`config.mk`:
```
export PLATFORM = sky130hd
export DESIGN_NAME = wr_collector
export DESIGN_NICKNAME = d
export VERILOG_FILES = /design/src/rtl/wr_collector_pkg.sv /design/src/rtl/wr_fifo.sv /design/src/rtl/wr_collector.sv
export SDC_FILE = /design/constraint.sdc
export NUM_CORES = 1
export LEC_CHECK = 0
export BUFFER_PORTS_ARGS = -buffer_cell sky130_fd_sc_hd__buf_2
export CAP_MARGIN = 20
export CORE_ASPECT_RATIO = 1.5
export CORE_MARGIN = 3
export CORE_UTILIZATION = 40
export DETAILED_ROUTE_END_ITERATION = 6
export GPL_ROUTABILITY_DRIVEN = 1
export SYNTH_ARGS = -nofsm -noshare
export SYNTH_HDL_FRONTEND = slang
export SYNTH_SLANG_ARGS = --single-unit
```
`constraint.sdc`:
```
create_clock -name CLK -period 9.8 [get_ports CLK]
set_clock_uncertainty 0.1 [all_clocks]
set_input_delay 1.47 -clock CLK [delete_from_list [all_inputs] [get_ports CLK]]
set_output_delay 1.47 -clock CLK [all_outputs]
set_load 0.03 [all_outputs]
```
`src/rtl/wr_collector_pkg.sv`:
```
// Shared types and widths for the worker-result collector.
package wr_collector_pkg;

    localparam int unsigned DEST_OPTION_WIDTH   = 3;
    localparam int unsigned DEST_ADDR_WIDTH     = 16;
    localparam int unsigned COLOR_WIDTH         = 16;
    localparam int unsigned DATA_WIDTH          = 32;
    localparam int unsigned WORKER_RESULT_WIDTH =
        DEST_OPTION_WIDTH + DEST_ADDR_WIDTH + COLOR_WIDTH + DATA_WIDTH;

    // Field layout of one result word, MSB first.
    typedef struct packed {
        logic [DEST_OPTION_WIDTH-1:0] dest_option;
        logic [DEST_ADDR_WIDTH-1:0]   dest_addr;
        logic [COLOR_WIDTH-1:0]       color;
        logic [DATA_WIDTH-1:0]        data;
    } worker_result_t;

    // Pack the four fields into one result word.
    function automatic logic [WORKER_RESULT_WIDTH-1:0] make_worker_result(
        input logic [DEST_OPTION_WIDTH-1:0] dest_option,
        input logic [DEST_ADDR_WIDTH-1:0]   dest_addr,
        input logic [COLOR_WIDTH-1:0]       color,
        input logic [DATA_WIDTH-1:0]        data
    );
        worker_result_t r;
        r.dest_option = dest_option;
        r.dest_addr   = dest_addr;
        r.color       = color;
        r.data        = data;
        return r;
    endfunction

    // Next round-robin position after granting idx, modulo n.
    function automatic int unsigned rr_advance(input int unsigned idx, input int unsigned n);
        return (idx + 1) % n;
    endfunction

endpackage

```
`src/rtl/wr_fifo.sv`:
```
// Synchronous FIFO with valid/ready on both sides; head is read straight from storage.
module wr_fifo #(
    parameter int unsigned WIDTH = 67,
    parameter int unsigned DEPTH = 4
) (
    input  logic                             clk_i,
    input  logic                             rst_i,
    input  logic                             push_valid_i,
    output logic                             push_ready_o,
    input  logic [WIDTH-1:0]                 push_data_i,
    output logic                             pop_valid_o,
    input  logic                             pop_ready_i,
    output logic [WIDTH-1:0]                 pop_data_o,
    output logic [$clog2(DEPTH+1)-1:0]       count_o,
    output logic                             full_o
);

    localparam int unsigned ADDR_W = $clog2(DEPTH);
    localparam int unsigned CNT_W  = $clog2(DEPTH + 1);

    logic [WIDTH-1:0]  mem_q [DEPTH];
    logic [ADDR_W-1:0] wptr_q, wptr_d;
    logic [ADDR_W-1:0] rptr_q, rptr_d;
    logic [CNT_W-1:0]  count_q, count_d;
    logic              push, pop;

    // Status and handshakes; no full-bypass, so a full FIFO never accepts.
    always_comb begin
        full_o       = (count_q == CNT_W'(DEPTH));
        push_ready_o = !full_o && !rst_i;
        pop_valid_o  = (count_q != '0);
        pop_data_o   = mem_q[rptr_q];
        count_o      = count_q;
        push         = push_valid_i && push_ready_o;
        pop          = pop_valid_o && pop_ready_i;
    end

    // Pointer and occupancy next-state; pointers wrap naturally (DEPTH is a power of two).
    always_comb begin
        wptr_d  = wptr_q;
        rptr_d  = rptr_q;
        count_d = count_q;
        if (push) begin
            wptr_d = wptr_q + ADDR_W'(1);
        end
        if (pop) begin
            rptr_d = rptr_q + ADDR_W'(1);
        end
        unique case ({push, pop})
            2'b10:   count_d = count_q + CNT_W'(1);
            2'b01:   count_d = count_q - CNT_W'(1);
            default: count_d = count_q;
        endcase
    end

    // Control state register.
    always_ff @(posedge clk_i or posedge rst_i) begin
        if (rst_i) begin
            wptr_q  <= '0;
            rptr_q  <= '0;
            count_q <= '0;
        end else begin
            wptr_q  <= wptr_d;
            rptr_q  <= rptr_d;
            count_q <= count_d;
        end
    end

    // Storage write; contents need no reset since count gates visibility.
    always_ff @(posedge clk_i) begin
        if (push) begin
            mem_q[wptr_q] <= push_data_i;
        end
    end

endmodule

```
`src/rtl/wr_collector.sv`:
```
// Round-robin merge of worker results into one buffered, ordered stream.
module wr_collector
    import wr_collector_pkg::*;
#(
    parameter int unsigned NUM_WORKERS         = 4,
    parameter int unsigned FIFO_DEPTH          = 4,
    parameter int unsigned WORKER_RESULT_WIDTH = wr_collector_pkg::WORKER_RESULT_WIDTH
) (
    input  logic                                       CLK,
    input  logic                                       RST,
    input  logic [NUM_WORKERS-1:0]                     RECEIVE_WR_VALID,
    input  logic [NUM_WORKERS*WORKER_RESULT_WIDTH-1:0] RECEIVE_WR_DATA,
    output logic [NUM_WORKERS-1:0]                     RECEIVE_WR_READY,
    output logic                                       SEND_WR_VALID,
    output logic [WORKER_RESULT_WIDTH-1:0]             SEND_WR_DATA,
    input  logic                                       SEND_WR_READY
);

    localparam int unsigned W     = WORKER_RESULT_WIDTH;
    localparam int unsigned RR_W  = $clog2(NUM_WORKERS);
    localparam int unsigned CNT_W = $clog2(FIFO_DEPTH + 1);

    logic [RR_W-1:0]  rr_q, rr_d;
    logic             found;
    logic [RR_W-1:0]  grant_idx;
    int unsigned      scan_idx;
    logic [W-1:0]     grant_data;
    logic             fifo_push_ready;
    logic             fifo_full;
    logic [CNT_W-1:0] fifo_count;
    logic             push;

    // Scan from rr upward (modulo NUM_WORKERS); first valid worker wins.
    always_comb begin
        found     = 1'b0;
        grant_idx = '0;
        scan_idx  = 0;
        for (int unsigned i = 0; i < NUM_WORKERS; i++) begin
            scan_idx = (32'(rr_q) + i) % NUM_WORKERS;
            if (!found && RECEIVE_WR_VALID[RR_W'(scan_idx)]) begin
                found     = 1'b1;
                grant_idx = RR_W'(scan_idx);
            end
        end
    end

    // Select the granted worker's slice.
    always_comb begin
        grant_data = '0;
        for (int unsigned i = 0; i < NUM_WORKERS; i++) begin
            if (grant_idx == RR_W'(i)) begin
                grant_data = RECEIVE_WR_DATA[i*W +: W];
            end
        end
    end

    // READY only to the granted worker, only when the FIFO can take it (FIFO gates on RST).
    always_comb begin
        RECEIVE_WR_READY = '0;
        push             = found && fifo_push_ready;
        if (push) begin
            RECEIVE_WR_READY[grant_idx] = 1'b1;
        end
    end

    // Pointer moves past the winner on a push, otherwise holds.
    always_comb begin
        rr_d = rr_q;
        if (push) begin
            rr_d = RR_W'(rr_advance(32'(grant_idx), NUM_WORKERS));
        end
    end

    // Round-robin pointer register.
    always_ff @(posedge CLK or posedge RST) begin
        if (RST) begin
            rr_q <= '0;
        end else begin
            rr_q <= rr_d;
        end
    end

    wr_fifo #(
        .WIDTH (W),
        .DEPTH (FIFO_DEPTH)
    ) u_fifo (
        .clk_i        (CLK),
        .rst_i        (RST),
        .push_valid_i (found),
        .push_ready_o (fifo_push_ready),
        .push_data_i  (grant_data),
        .pop_valid_o  (SEND_WR_VALID),
        .pop_ready_i  (SEND_WR_READY),
        .pop_data_o   (SEND_WR_DATA),
        .count_o      (fifo_count),
        .full_o       (fifo_full)
    );

    // Occupancy sanity: never beyond depth, and a full FIFO never advertises space.
    a_count_range : assert property (@(posedge CLK) disable iff (RST)
        32'(fifo_count) <= FIFO_DEPTH);
    a_full_blocks : assert property (@(posedge CLK) disable iff (RST)
        fifo_full |-> !fifo_push_ready);

endmodule

```
# == Word level (Yosys, flattened, before mapping) ==
# Memories as Yosys holds them, arrays and structs flattened.
# Index checks and enable logic that the tools add are counted.
# word_totals
ff_bits,9
ramBits,268
input_bits,275
out_inout_bits,72
wordCells,66
n_memories,1
# mem_list
memory,words,word_bits,read_ports,rd_clocked_by_memory_dff,wr,line,rtl
u_fifo.mem_q,4,67,1,0,1,wr_fifo.sv:21,logic [WIDTH-1:0] mem_q [DEPTH];
# op_classes
n_addsub,8
n_lt_le_gt_ge,6
n_eq_ne,6
mux,26
n_reduce_logical,15
# ops
op,count
two-way mux 67 bit,4
less-than comparator 2 x 3 -> 1 bit (second input constant),5
two-way mux 1 bit,11
adder 2 x 1 -> 2 bit (second input constant),4
binary-select mux 1 bit (select 2 bit),4
two-way mux 2 bit,4
logical AND 1 bit,7
equality test 2 bit (second input constant),3
one-hot mux 3 bit (2 select lines),1
zero test 1 bit,5
adder 2 bit (second input constant),2
equality test 2 x 1 -> 1 bit (second input constant),2
two-way mux 4 bit,1
adder 3 x 1 -> 3 bit (second input constant),1
equality test 3 bit (second input constant),1
nonzero test 3 bit,1
subtractor 3 x 1 -> 3 bit (second input constant),1
demux 1 bit (select 2 bit),1
>= comparator 2 x 1 -> 1 bit (second input constant),1
zero test 2 bit,1
nonzero test 2 bit,1

# == Depth between registers and ports, before layout ==
# depth
word_depth,17
ltp_mapped,10
ltp_nobuf,9

# == Modules after synthesis ==
# From an unflattened synthesis, not the netlist that was laid out.
# unflattened
cells_unflattened,735
area_unflattened_um2,12848.6
# modules_own_cells
mod,n_inst,cells_each,area_per_inst_um2,seq_area_each_um2
wr_fifo,1,390,10119.7,8222.9
wr_collector,1,345,2728.9,50.0

# == Least setup slack after synthesis ==
# No wires, ideal clock.
# synth_timing
kind,input-to-output
from,input port RECEIVE_WR_VALID[2]
to,output port RECEIVE_WR_READY[3]
arrival_ps,3039
required_ps,8230
setup_slack_ps,5191
stages,8
n_path_buf,3
cell_sequence,mux2i_1 > nor2_1 > nor3_1 > ha_1 > buf_2 > buf_2 > buf_1 > and2_1
# synth_via
elab_chain_cells,17
word_cells_on_any_way,29
classes_between,order compare: 2; mux: 19; reduce/logical: 8
# synth_rtl
item,line,rtl
"start, declared",wr_collector.sv:11,"input logic [NUM_WORKERS-1:0] RECEIVE_WR_VALID,"
binary-select mux 1 bit (select 2 bit),wr_collector.sv:40,if (!found && RECEIVE_WR_VALID[RR_W'(scan_idx)]) begin
two-way mux 1 bit (implied by the code),wr_collector.sv:40,
two-way mux 1 bit,wr_collector.sv:40,
zero test 1 bit,wr_collector.sv:40,
logical AND 1 bit,wr_collector.sv:40,
two-way mux 1 bit,wr_collector.sv:40,
zero test 1 bit,wr_collector.sv:40,
logical AND 1 bit,wr_collector.sv:40,
two-way mux 1 bit,wr_collector.sv:40,
zero test 1 bit,wr_collector.sv:40,
logical AND 1 bit,wr_collector.sv:40,
two-way mux 2 bit,wr_collector.sv:40,
less-than comparator 2 x 3 -> 1 bit (implied by the code) or >= comparator 2 x 1 -> 1 bit (tied branches),wr_collector.sv:62,RECEIVE_WR_READY[grant_idx] = 1'b1;
logical AND 1 bit (implied by the code),wr_collector.sv:62,
two-way mux 1 bit (implied by the code),wr_collector.sv:62,
demux 1 bit (select 2 bit),wr_collector.sv:62,
two-way mux 4 bit *,wr_collector.sv:61,if (push) begin
"end, declared",wr_collector.sv:13,"output logic [NUM_WORKERS-1:0] RECEIVE_WR_READY,"
# Every way passes the cells marked *; elsewhere a longest branch is shown, timed or not. The select of a mux whose other input is x is not followed.

# == Worst setup path in the final report ==
# Same ends and word-level chain as after synthesis.

==> flow_summary.yaml <==
global_route:
  grt_pass1_wl_um: 46400
  track_usage: 0.176
  antenna_found_initial: 1
  grt_overflow_total: 0
  grt_max_degree: 73
  grt_pass1_vias: 8634
setup_path:
  slowest_delay_ns: 0.73
  cp_data_required_time_ns: 8.23
  worstSetupStartpointType: "input pin"
  r2r_cells: 7
  crit_type: "input pin to output pin"
  crit_family: "simple AND/OR/NAND/NOR gates"
  crit_path_cell_trace: "buf_2 > mux2i_1 > nor2_1 > nor3_1 > ha_4 > and2_1 > buf_2"
  startpoint: "RECEIVE_WR_VALID[2]"
  crit_path_end: "RECEIVE_WR_READY[3]"
  path_common_cell: "buf_2"
  crit_buf_inv: 2
  timing.rr.end: "u_fifo.mem_q[2][20]"
  ff2ff_setup_slack_ns: 6.25
  r2r-start: "rr_q[1]"
  endpoint_kind: "output pin"
  cpMaxStageDelayCell: "ha_4"
  worst-path-max-fanout: 72
  worstPathArrival_ns: 3.56
  cp_num_cells: 7
timing:
  fin_crit_sh: 0.523
  whs_ns: 0.412
  setup_tns_ns: 0
  worst_pin_slew_ns: 1.03
  setup_viol: 0
  max-slew-margin-rel: 0.312
  period_minus_slack_ns: 5.13
  rsz0062_at_grt: "false"
  slew_viol_final: 0
  achievable-frequency_ghz: 0.195
  timing.final.hold_violations: 0
clock_network:
  cts_tree: "built"
  cts_buffer_depth: 3
  clkSlewWorstSetupHoldPaths_ns: 0.06
  cts_resized: 0
  clock_latency_ns: 0.52
  clock-root-buffer: "clkbuf_16"
  postCtsSetupBuffers: 0
  clock_sink_count: 277
  cts_buffers: 26
  htreeDepth: 1
  cts_hold_buf: 0
detailed_routing:
  dr.pass1.iters: 4
  drtAntennaViolNets: 0
  drc: 0
  viasPerCell: 5.20
  wirelength_um: 30500
  drtIter0Drc: 369
  via_count: 8396
  wire_per_inst_um: 18.9
logic_synthesis:
  synth_top_family_by_area: "compound AO/OA/AOI/OAI gates"
  synth_xor_xnor_area_share: 0.00415
  synth_compound_gate_area_share: 0.131
  syn-cell-area_mm2: 0.0127
  synthSimpleGateAreaFrac: 0.0291
  avgSynthCellArea_um2: 14.5
  ys_warn_count: 0
  yosysSeqAreaShare: 0.653
  muxShareOfSynthArea: 0.122
  syn_inst: 875
  synthAdderAreaFrac: 0.0105
  syn_nets: 1160
  synth_seq_cells: 277
  ys_types: 33
layout:
  fillerInstances: 2749
  syn2layout_area_growth_pct: 22.8
  final_nets: 1475
  drive_gt1_frac: 0.393
floorplan:
  die_h_um: 224
  ios: 347
  fp.coreArea_mm2: 0.0311
  die-area_mm2: 0.0339
  row_count: 79
  start_util: 0.407
  die_x_um: 151
power:
  p_leak_nw: 6.08
  p_per_area_mw_per_mm2: 337
  peakVddDrop_mv: 0.337
worst_hold_path:
  min-delay-start: "u_fifo.count_o[2]"
  min_path_type: "flop to flop"
outcome:
  status: "complete, no violations"
run:
  cap_viol_max_count: 0
place:
  port_buffers: 346
  gp_congestion: 0.777
  dp_hpwl_um: 20000
==> final cells by class <==
type / instances / area [um2] / share of cell area
Clock inverter: 17 / 158 / 0.0101
Sequential cell: 277 / 8280 / 0.532
Clock buffer: 31 / 691 / 0.0444
Timing Repair Buffer: 357 / 1830 / 0.117
Tap cell: 405 / 507 / 0.0326
Antenna cell: 1 / 2.50 / 0.000161
Multi-Input combinational cell: 453 / 3820 / 0.245
Inverter: 75 / 282 / 0.0181
==> worst min path at each step <==
stage / to / cells past startpoint
after floorplan: u_fifo.count_o[2] / 1
after global placement: u_fifo.count_o[2] / 1
after detailed placement: u_fifo.count_o[2] / 1
after CTS: u_fifo.count_o[2] / 1
after global routing: u_fifo.count_o[2] / 1
final: u_fifo.count_o[2] / 1
==> state kept, by name (all words and copies together), names as in the netlist <==
signal and count:
rr_q 2, u_fifo.mem_q 268, u_fifo.count_o 3, u_fifo.wptr_q 2, u_fifo.rptr_q 2
==> worst reg2reg max path, delay by kind of cell (launching register included) <==
| family | cells | cell delay (ns) |
|---|---|---|
| AO/OA/AOI/OAI | 2 | 0.49 |
| adder cells (fa/ha/maj) | 1 | 0.66 |
| buffers and inverters | 1 | 0.68 |
| flip-flops | 1 | 0.47 |
| multiplexers | 1 | 0.27 |
| AND/OR/NAND/NOR | 2 | 0.60 |
==> per-layer routing <==
metal  share of wire  up-vias  wire length [um]  GRT usage
met2            0.53      256             16300      0.324
met1            0.38     4114             11600      0.210
met5               0        -                 0          0
met4           0.029        0               879     0.0536
met3           0.055       46              1690     0.0261
li1                -     3980                 -          -
==> synthesized netlist by cell type <==
cell	count	area share
or3_1	2	0.00099
o31a_1	2	0.0014
dfrtp_1	9	0.018
ha_1	9	0.0089
o31ai_1	1	0.00059
buf_12	2	0.0032
nor3_1	2	0.00079
buf_6	1	0.00089
o21ai_0	67	0.026
o22a_1	1	0.00069
nor4_1	1	0.00049
buf_2	20	0.0079
mux4_2	67	0.12
a21oi_1	137	0.054
mux2i_1	2	0.0016
o22ai_1	2	0.00099
buf_4	7	0.0041
inv_1	75	0.022
a22o_1	67	0.046
clkbuf_1	30	0.0089
nand2_1	69	0.020
nor3b_1	1	0.00059
nand2b_1	1	0.00049
and2_1	8	0.0039
or2_2	1	0.00049
xor2_1	3	0.0021
mux2_2	2	0.0018
xnor2_1	3	0.0021
fa_1	1	0.0016
buf_1	10	0.0030
o21a_1	1	0.00059
nor2_1	3	0.00089
edfxtp_1	268	0.63
==> cells by family after synthesis <==
kind of cell               Yosys count
and+or+nand+nor                     88
buffers and inverters              145
DFF                                277
xor gates and xnor gates             6
AOI/OAI and AO/OA                  278
adders and majority gates           10
muxes                               71
==> metrics by stage <==
stage	cell area, um2	setup WS [ns]	utilization	total power, W	cells
floorplan	12700	5.19	-	0.00367	875
global placement	14700	4.65	0.472	0.00429	1566
detailed placement	14700	4.65	0.472	0.00433	1566
CTS	15500	4.64	0.499	0.00533	1614
global route	15600	4.56	0.500	0.00556	1616
finish	15600	4.67	0.500	0.00524	1616
==> report_power, final <==
part | internal [W] | total, W | switching (W)
Clock | 0.000580 | 0.000985 | 0.000405
Sequential | 0.00186 | 0.00200 | 0.000144
Combinational | 0.000817 | 0.00226 | 0.00144
==> placed cells by master, fill, tap and decap left out, types with 10 or more instances in the layout <==
| master | synthesis | routed |
|---|---|---|
| nand2_1 | 69 | 69 |
| a21oi_1 | 137 | 137 |
| o21ai_0 | 67 | 67 |
| inv_1 | 75 | 75 |
| edfxtp_1 | 268 | 268 |
| clkbuf_16 | 0 | 27 |
| buf_4 | 7 | 10 |
| mux4_2 | 67 | 67 |
| buf_2 | 20 | 346 |
| a22o_1 | 67 | 67 |
Note: power is estimated with default switching activity, not from simulation.
